[src/rtl/l2_bus_arbiter.sv]
// ---------------------------------------------------------------------------
// l2_bus_arbiter
//
// Purpose:
//   Arbitrates a single shared L2 port between two L1 cores. A core is granted
//   the bus from IDLE, keeps it for as long as it holds any request, and then
//   gives the bus up through a one-cycle RELEASE state before the next
//   arbitration. When both cores request at once, a 1-bit round-robin pointer
//   chooses the winner. In the first cycle of a grant, the winner's request is
//   shown to the other core as a snoop pulse carrying the block tag and index.
//   L2_busy_in stalls the arbiter. While it is high, state, pointer and
//   counters hold their values.
//
// Ports:
//   clk                        single clock, rising edge
//   reset                      asynchronous, active-low reset
//   cX_L2_read_request         core X read request            (X = 0,1)
//   cX_L2_write_request        core X write request
//   cX_L2_word_address [14:0]  core X word address
//   cX_L2_write_word   [n-1:0] core X write data
//   L2_busy_in                 stall from the shared L2
//   L2_read_request            muxed read request to L2 (read wins over write)
//   L2_write_request           muxed write request to L2
//   L2_word_address    [14:0]  muxed address to L2
//   L2_write_word      [n-1:0] muxed write data to L2
//   cX_L2_busy                 per-core stall
//   cX_others_read_request     snoop pulse: the other core started a read
//   cX_others_write_request    snoop pulse: the other core started a write
//   cX_others_block_tag  [4:0] snooped address[14:10]
//   cX_others_block_index[5:0] snooped address[9:4]
//   arb_statistics     [31:0]  {grant0, grant1, conflict, snoop} 8-bit counters
// ---------------------------------------------------------------------------
module l2_bus_arbiter #(
  parameter int n = 32
) (
  input  logic         clk,
  input  logic         reset,
  input  logic         c0_L2_read_request,
  input  logic         c1_L2_read_request,
  input  logic         c0_L2_write_request,
  input  logic         c1_L2_write_request,
  input  logic [14:0]  c0_L2_word_address,
  input  logic [14:0]  c1_L2_word_address,
  input  logic [n-1:0] c0_L2_write_word,
  input  logic [n-1:0] c1_L2_write_word,
  input  logic         L2_busy_in,
  output logic         L2_read_request,
  output logic         L2_write_request,
  output logic [14:0]  L2_word_address,
  output logic [n-1:0] L2_write_word,
  output logic         c0_L2_busy,
  output logic         c1_L2_busy,
  output logic         c0_others_read_request,
  output logic         c0_others_write_request,
  output logic         c1_others_read_request,
  output logic         c1_others_write_request,
  output logic [4:0]   c0_others_block_tag,
  output logic [4:0]   c1_others_block_tag,
  output logic [5:0]   c0_others_block_index,
  output logic [5:0]   c1_others_block_index,
  output logic [31:0]  arb_statistics
);

  typedef enum logic [1:0] {
    IDLE    = 2'd0,
    GNT0    = 2'd1,
    GNT1    = 2'd2,
    RELEASE = 2'd3
  } state_t;

  state_t state_reg, state_next;
  logic   rr_reg, rr_next;
  // High during the first cycle of a grant. It is frozen by a stall like the
  // rest of the state, so a stalled first cycle keeps its snoop pulse and the
  // pulse is counted once.
  logic   first_reg, first_next;

  logic [7:0] grant0_cnt_reg, grant0_cnt_next;
  logic [7:0] grant1_cnt_reg, grant1_cnt_next;
  logic [7:0] conflict_cnt_reg, conflict_cnt_next;
  logic [7:0] snoop_cnt_reg, snoop_cnt_next;

  // Per-core views of the inputs, indexed by core number.
  logic [1:0]         rd, wr, req, gnt;
  logic [1:0][14:0]   addr;
  logic [1:0][n-1:0]  wdata;
  logic               owner;      // index of the granted core, valid when |gnt
  logic               win;        // winner chosen in IDLE

  // Snoop outputs, indexed by the core that receives the snoop.
  logic [1:0]         snoop_rd, snoop_wr, snoop_pulse;
  logic [1:0][4:0]    snoop_tag;
  logic [1:0][5:0]    snoop_index;

  assign rd    = {c1_L2_read_request,  c0_L2_read_request};
  assign wr    = {c1_L2_write_request, c0_L2_write_request};
  assign addr  = {c1_L2_word_address,  c0_L2_word_address};
  assign wdata = {c1_L2_write_word,    c0_L2_write_word};
  assign req   = rd | wr;

  assign gnt[0] = (state_reg == GNT0);
  assign gnt[1] = (state_reg == GNT1);
  assign owner  = gnt[1];

  // -------------------------------------------------------------------------
  // Snoop path. Core gi is told about the other core (SRC). The tag and
  // index go straight through during the pulse. Otherwise they show the
  // value captured by the last pulse.
  // -------------------------------------------------------------------------
  for (genvar gi = 0; gi < 2; gi++) begin : g_snoop
    localparam int SRC = 1 - gi;

    logic [4:0] tag_reg;
    logic [5:0] index_reg;

    assign snoop_rd[gi]    = gnt[SRC] & first_reg & rd[SRC];
    assign snoop_wr[gi]    = gnt[SRC] & first_reg & wr[SRC];
    assign snoop_pulse[gi] = snoop_rd[gi] | snoop_wr[gi];

    // A pulse can only end on an edge without a stall, so capturing on
    // un-stalled edges always keeps the value of the last pulse cycle.
    always_ff @(posedge clk or negedge reset) begin
      if (!reset) begin
        tag_reg   <= '0;
        index_reg <= '0;
      end else if (snoop_pulse[gi] && !L2_busy_in) begin
        tag_reg   <= addr[SRC][14:10];
        index_reg <= addr[SRC][9:4];
      end
    end

    assign snoop_tag[gi]   = snoop_pulse[gi] ? addr[SRC][14:10] : tag_reg;
    assign snoop_index[gi] = snoop_pulse[gi] ? addr[SRC][9:4]   : index_reg;
  end

  // -------------------------------------------------------------------------
  // State register
  // -------------------------------------------------------------------------
  always_ff @(posedge clk or negedge reset) begin
    if (!reset) begin
      state_reg        <= IDLE;
      rr_reg           <= 1'b0;
      first_reg        <= 1'b0;
      grant0_cnt_reg   <= '0;
      grant1_cnt_reg   <= '0;
      conflict_cnt_reg <= '0;
      snoop_cnt_reg    <= '0;
    end else begin
      state_reg        <= state_next;
      rr_reg           <= rr_next;
      first_reg        <= first_next;
      grant0_cnt_reg   <= grant0_cnt_next;
      grant1_cnt_reg   <= grant1_cnt_next;
      conflict_cnt_reg <= conflict_cnt_next;
      snoop_cnt_reg    <= snoop_cnt_next;
    end
  end

  // -------------------------------------------------------------------------
  // Next-state logic. Everything holds while L2 is busy.
  // -------------------------------------------------------------------------
  always_comb begin
    state_next        = state_reg;
    rr_next           = rr_reg;
    first_next        = first_reg;
    grant0_cnt_next   = grant0_cnt_reg;
    grant1_cnt_next   = grant1_cnt_reg;
    conflict_cnt_next = conflict_cnt_reg;
    snoop_cnt_next    = snoop_cnt_reg;
    win               = 1'b0;

    if (!L2_busy_in) begin
      first_next = 1'b0;
      // The two snoop outputs are never active in the same cycle.
      // One pulse therefore counts once.
      if (|snoop_pulse) begin
        snoop_cnt_next = snoop_cnt_reg + 8'd1;
      end

      case (state_reg)
        IDLE: begin
          if (req != 2'b00) begin
            // With a single requester, that requester wins. On a tie, rr picks.
            win        = (req == 2'b11) ? rr_reg : req[1];
            state_next = win ? GNT1 : GNT0;
            rr_next    = ~win;
            first_next = 1'b1;
            if (win) begin
              grant1_cnt_next = grant1_cnt_reg + 8'd1;
            end else begin
              grant0_cnt_next = grant0_cnt_reg + 8'd1;
            end
            if (req == 2'b11) begin
              conflict_cnt_next = conflict_cnt_reg + 8'd1;
            end
          end
        end
        GNT0: begin
          if (!req[0]) begin
            state_next = RELEASE;
          end
        end
        GNT1: begin
          if (!req[1]) begin
            state_next = RELEASE;
          end
        end
        RELEASE: begin
          state_next = IDLE;
        end
        default: begin
          state_next = IDLE;
        end
      endcase
    end
  end

  // -------------------------------------------------------------------------
  // Outputs. Several outputs depend directly on the core inputs. They are
  // gated by reset so that every output is 0 while reset is asserted.
  // -------------------------------------------------------------------------
  always_comb begin
    L2_read_request         = 1'b0;
    L2_write_request        = 1'b0;
    L2_word_address         = '0;
    L2_write_word           = '0;
    c0_L2_busy              = 1'b0;
    c1_L2_busy              = 1'b0;
    c0_others_read_request  = 1'b0;
    c0_others_write_request = 1'b0;
    c1_others_read_request  = 1'b0;
    c1_others_write_request = 1'b0;
    c0_others_block_tag     = '0;
    c1_others_block_tag     = '0;
    c0_others_block_index   = '0;
    c1_others_block_index   = '0;
    arb_statistics          = '0;

    if (reset) begin
      if (gnt != 2'b00) begin
        L2_read_request  = rd[owner];
        L2_write_request = wr[owner] & ~rd[owner];
        L2_word_address  = addr[owner];
        L2_write_word    = wdata[owner];
      end

      // The granted core sees the L2 stall. Any other core is stalled only
      // if it is asking for the bus.
      c0_L2_busy = gnt[0] ? L2_busy_in : req[0];
      c1_L2_busy = gnt[1] ? L2_busy_in : req[1];

      c0_others_read_request  = snoop_rd[0];
      c0_others_write_request = snoop_wr[0];
      c1_others_read_request  = snoop_rd[1];
      c1_others_write_request = snoop_wr[1];
      c0_others_block_tag     = snoop_tag[0];
      c1_others_block_tag     = snoop_tag[1];
      c0_others_block_index   = snoop_index[0];
      c1_others_block_index   = snoop_index[1];

      arb_statistics = {grant0_cnt_reg, grant1_cnt_reg,
                        conflict_cnt_reg, snoop_cnt_reg};
    end
  end

endmodule

[config.mk]
export PLATFORM = sky130hd
export DESIGN_NAME = l2_bus_arbiter
export DESIGN_NICKNAME = d
export VERILOG_FILES = /design/src/rtl/l2_bus_arbiter.sv
export SDC_FILE = /design/constraint.sdc
export NUM_CORES = 1
export LEC_CHECK = 0
export BUFFER_PORTS_ARGS = -buffer_cell sky130_fd_sc_hd__buf_4
export CORE_MARGIN = 8
export CORE_UTILIZATION = 42
export CTS_BUF_LIST = sky130_fd_sc_hd__clkbuf_2
export CTS_CLUSTER_DIAMETER = 50
export DETAILED_ROUTE_END_ITERATION = 8
export HOLD_SLACK_MARGIN = 0.08
export MAX_ROUTING_LAYER = met4
export PLACE_DENSITY = 0.76
export SYNTH_ARGS = -nofsm -noshare
export SYNTH_HDL_FRONTEND = slang
export SYNTH_SLANG_ARGS = --single-unit
[constraint.sdc]
create_clock -name clk -period 1.65 [get_ports clk]
set_input_delay 0.33 -clock clk [delete_from_list [all_inputs] [get_ports clk]]
set_output_delay 0.33 -clock clk [all_outputs]
set_load 0.03 [all_outputs]
### After elaboration in Yosys (flattened, before gate mapping)

Index checks and enable logic that the tools add are counted.

| storage, ports and cells | value |
|---|---|
| flip-flop bits (word level) | 58 |
| bits of input ports | 101 |
| output and inout bits | 109 |
| logic and storage cells | 90 |

| operators by class | value |
|---|---|
| $add $sub $neg | 4 |
| magnitude comparators | 1 |
| equal/unequal tests | 7 |
| mux-type cells | 41 |
| bitwise gates (word level) | 13 |
| reductions and logical operators | 13 |

Operator list:

| kind | number |
|---|---|
| $mux 32 | 5 |
| $mux 15 | 4 |
| $add 8x1->8 const B | 4 |
| $mux 6 | 4 |
| $mux 5 | 4 |
| $mux 1 | 19 |
| $reduce_and 4->1 | 4 |
| $mux 2 | 4 |
| $pmux 2 s4 | 1 |
| $and 1x1->1 | 7 |
| $eq 2x2->1 const B | 3 |
| $ne 2x2->1 const B | 3 |
| $reduce_bool 2->1 | 2 |
| $not 1->1 | 3 |
| $reduce_and 3->1 | 1 |
| $eq 2x1->1 const B | 1 |
| $logic_and 1x1->1 | 2 |
| $logic_not 2->1 | 1 |
| $lt 1x2->1 const B | 1 |
| $or 1x1->1 | 2 |
| $or 2x2->2 | 1 |
| $reduce_and 2->1 | 1 |
| $reduce_or 2->1 | 1 |
| $logic_not 1->1 | 1 |

### Depth between registers and ports, before layout

| logic depth | value |
|---|---|
| depth in word-level cells | 7 |
| gate-level depth with buffers | 7 |

### Least setup slack after synthesis

Ideal clock, no wire load.

| timing | value |
|---|---|
| path type | register -> output |
| start point | reg state_reg[0] |
| end point | out c0_others_block_index[0] |
| arrival time | 1.758 ns |
| required time | 1.320 ns |
| path slack | -0.438 ns |
| cell stages (with the launch flop) | 8 |
| path buffers | 2 |
| cell sequence | dfrtp_1 inv_1 ha_1 clkbuf_1 nand3_1 buf_4 mux2i_1 nor2b_1 |

| between the ends | value |
|---|---|
| word-level cells in the longest chain between the ends | 6 |
| elaborated cells on any way between the ends | 7 |
| classes of those cells | eq/ne (1); mux (2); bitwise (4) |

RTL lines:

| what | RTL line | source |
|---|---|---|
| from (decl) | 71 | `state_t state_reg, state_next;` |
| from (signal assigned) | 149 | `state_reg <= state_next;` |
| $eq 2x2->1 (*) | 102 | `assign gnt[1] = (state_reg == GNT1);` |
| $and 1x1->1 (*) | 116, 117 |  |
| $and 1x1->1 (on tied branches) | 116, 117 |  |
| $or 1x1->1 (*) | 118 | `assign snoop_pulse[gi] = snoop_rd[gi] \| snoop_wr[gi];` |
| $mux 6 (*) | 133 | `assign snoop_index[gi] = snoop_pulse[gi] ? addr[SRC][9:4] : index_reg;` |
| $mux 6 (*) | 239 | `if (reset) begin` |
| to (decl) | 59 | `output logic [5:0] c0_others_block_index,` |

Every way passes the cells marked *; elsewhere a longest branch is shown, timed or not.

### Worst setup path after layout

| timing | value |
|---|---|
| start point | reg state_reg[1] |
| end point | out L2_write_request |

| between the ends | value |
|---|---|
| word-level cells in the longest chain between the ends | 7 |
| elaborated cells on any way between the ends | 11 |
| classes of those cells | eq/ne (2); mux (6); bitwise (2); reduce/logical (1) |

RTL lines:

| what | RTL line | source |
|---|---|---|
| $eq 2x2->1 | 102 |  |
| $mux 1 (implied by the code) (2 in a row) | 242 | `L2_write_request = wr[owner] & ~rd[owner];` |
| $not 1->1 | 242 |  |
| $and 1x1->1 | 242 |  |
| $mux 1 (*) | 240 | `if (gnt != 2'b00) begin` |
| $mux 1 (*) | 239 |  |
| to (decl) | 48 | `output logic L2_write_request,` |

Every way passes the cells marked *; elsewhere a longest branch is shown, timed or not. The select of a mux whose other input is x is not followed.

==> impl_metrics.ini <==
[status]
status = finished, violations left
violations = setup timing

[setup_path]
slowest_stage = dfrtp_1
crit_type = register to primary output
critPathLaunchType = register
worstSetupEndpointType = primary output
cp.arrival_ps = 2030
cpMostUsedCell = buf_6
slowest_delay_ps = 430
cp.required_ps = 1320
crit_chain = buf_4, ha_4, buf_6, or3b_4, a21oi_4, buf_6
worst-path-buf-inv = 3
worstPathMaxFanout = 6
crit_family = flip-flops

[cts]
cts_sinks = 58
cts.clk_slew.worst_paths_ps = 160
numCtsBuffers = 9
clockBufferDepth = 2
clock_latency_ps = 480
h-tree-depth = 3
cts_tree = done
cts-root-buf = clkbuf_2

[sta]
whs_ps = 124
rsz0062_at_grt = true
hold_violations = 0
fmax_mhz = 424
max-slew-margin-rel = 0.376
setup_slack_ps = -708
report.final.slew_viol_count = 0
setup_viol = 102
setup_tns_ps = -49190
worst_pin_slew_ps = 933
final.min_clock_period_ps = 2360
period_share = 1.43
skew_ps = 14.6

[layout]
antenna_cells = 0
num-nets-final = 797
postLayoutCoreUtil = 0.785
largest_register_ffs = 12
area_growth_pct = 82.7
drive_gt1_frac = 0.640

[synthesis]
synthTopCellsByArea = dfrtp_1, mux2i_1, mux2_2, and2_1, nor2_1
syn_nets = 509
synth_cells = 401
netlist.area_leader.share = 0.367
netlist_area_um2 = 3950
async_flop_share = 1.00
synth.distinct_cells = 41
seq_area_frac_synth = 0.367
synth_seq_cells = 58
synth_area_per_cell_um2 = 9.86
ys.flop_type = dfrtp_1
synth-edff-count = 0
ys_warn_count = 0
synth_area_leader_cell = dfrtp_1

[die]
die_area_um2 = 12800
io_pins = 210
fp.dieW_um = 113
row_count = 35
coreArea_um2 = 9200
fp.dieH_um = 113
initial_utilization = 0.430

[power]
power_density_nw_per_um2 = 1470
leakage_nw = 3.42
p_total_mw = 10.6
ir_drop_v = 0.00112

[grt]
grt_pass1_wl_mm = 23.5
antenna_found_initial = 0
grt_max_degree = 31
grt_usage = 0.235
grt_pass1_vias = 4333
grt-ovfl-total = 0

[detailed_routing]
final_antenna_net_count = 0
drc_errors = 0
dr.pass1.iters = 4
wl_per_cell_um = 19.9
wl_mm = 16.0
vias = 4172
drtIter0Drc = 192
via_per_inst = 5.20

[placed_design]
port_buffers = 209
preCtsSetupSlack_ps = -147
place_hpwl_mm = 11.2
routabilityCongestion = 0.858

[run]
max-cap-violations = 0

[min_path]
hold_path_class = input pin to register
==> logic make-up after synthesis <==
| kind of cell | share of synthesized area |
|---|---|
| AND/OR/NAND/NOR | 0.227 |
| multiplexers | 0.256 |
| flip-flops | 0.367 |
| XOR/XNOR | 0.0620 |
| buffers and inverters | 0.0310 |
| AO/OA/AOI/OAI | 0.0348 |
| adder cells (fa/ha/maj) | 0.0222 |
==> worst register-to-register path, stage by stage (launching register included) <==
cell,delay (ps)
dfrtp_1,430
buf_4,150
ha_4,190
buf_6,130
o21ai_0,80
buf_4,180
nand2_1,70
a211oi_2,270
mux2i_1,280
==> synthesized netlist by cell type (2+ instances only) <==
library cell	number
nand2_1	14
o21ai_0	7
nor2_1	56
xnor2_1	20
and4_1	4
and2_1	35
mux2_2	26
nor2b_1	23
nor3_1	3
dfrtp_1	58
mux2i_1	72
inv_1	4
buf_2	8
nand3_1	12
nand4_1	8
nand3b_1	2
xor2_1	8
ha_1	7
clkbuf_1	12
==> per-layer routing <==
metal / global-route usage / vias to the layer above / routed length [µm] / part of all wire
met5: - / - / 0 / 0
met4: 0.0684 / 0 / 301 / 0.019
met3: 0.0431 / 24 / 810 / 0.051
met2: 0.400 / 134 / 8320 / 0.52
met1: 0.278 / 2068 / 6520 / 0.41
li1: - / 1946 / - / -
==> where the power goes <==
| group | switching [mW] | internal (mW) | total [mW] |
|---|---|---|---|
| Combinational | 4.06 | 3.51 | 7.57 |
| Sequential | 0.333 | 1.88 | 2.21 |
| Clock | 0.525 | 0.319 | 0.844 |
==> cell type report <==
cell class                      instances  area [µm²]
Clock buffer                            9        45.0
Clock inverter                          5        47.5
Fill cell                             607        1970
Inverter                                4        15.0
Multi-Input combinational cell        317        2900
Sequential cell                        58        1460
Tap cell                              111         139
Timing Repair Buffer                  299        2620
==> final timing paths <==
path / end / slack [ps] / depth (start not counted) / from
setup / recovery: L2_write_request / -710 / 6 / state_reg[1]$_DFFE_PN0P_
hold / removal: g_snoop[1].index_reg[3]$_DFFE_PN0P_ / 120 / 2 / c0_L2_word_address[7]
setup reg to reg: state_reg[0]$_DFFE_PN0P_ / -220 / 8 / state_reg[1]$_DFFE_PN0P_
hold reg to reg: grant1_cnt_reg[7]$_DFFE_PN0P_ / 470 / 1 / grant1_cnt_reg[7]$_DFFE_PN0P_
max in group asynchronous: snoop_cnt_reg[0]$_DFFE_PN0P_ / 160 / 4 / reset
min in group asynchronous: first_reg$_DFFE_PN0N_ / 510 / 3 / reset
==> layout by cell type (no fill, tap or decap), types with 3 or more instances in the layout <==
cell           Yosys  layout
o21ai_0            7       4
nor2b_2            0      22
mux2i_4            0       5
nand4_1            8       8
mux2_2            26      20
buf_4              1     212
nor2_2             0      39
ha_1               7       4
mux2i_1           72      47
buf_6              1      55
dfrtp_1           58      55
mux2_4             0       6
nor2_4             1      12
dfrtp_2            0       3
buf_12             0       9
mux2i_2            0      20
xor2_1             8       8
nor2_1            56       6
clkbuf_2           0       9
xnor2_1           20      19
nor3_2             1       3
nand2_1           14      11
dlygate4sd3_1      0      23
nand3_1           12      10
and4_4             0       3
and2_1            35      34
==> metrics by stage <==
stage               area [µm²]  instances
floorplan                 4280        401
global placement          6240        738
detailed placement        6240        738
CTS                       6820        779
global route              7220        803
finish                    7220        803
==> timing repair <==
item / in CTS / in global routing
buffers inserted: 5 / 21
pin swaps: 2 / 13
hold buffers: 22 / 1
endpoints found under the hold margin: 68 / 1
endpoints found under the setup margin: 116 / 133
gates cloned: 0 / 2
resized for setup: 64 / 52
(Power assumes the default switching activity.)
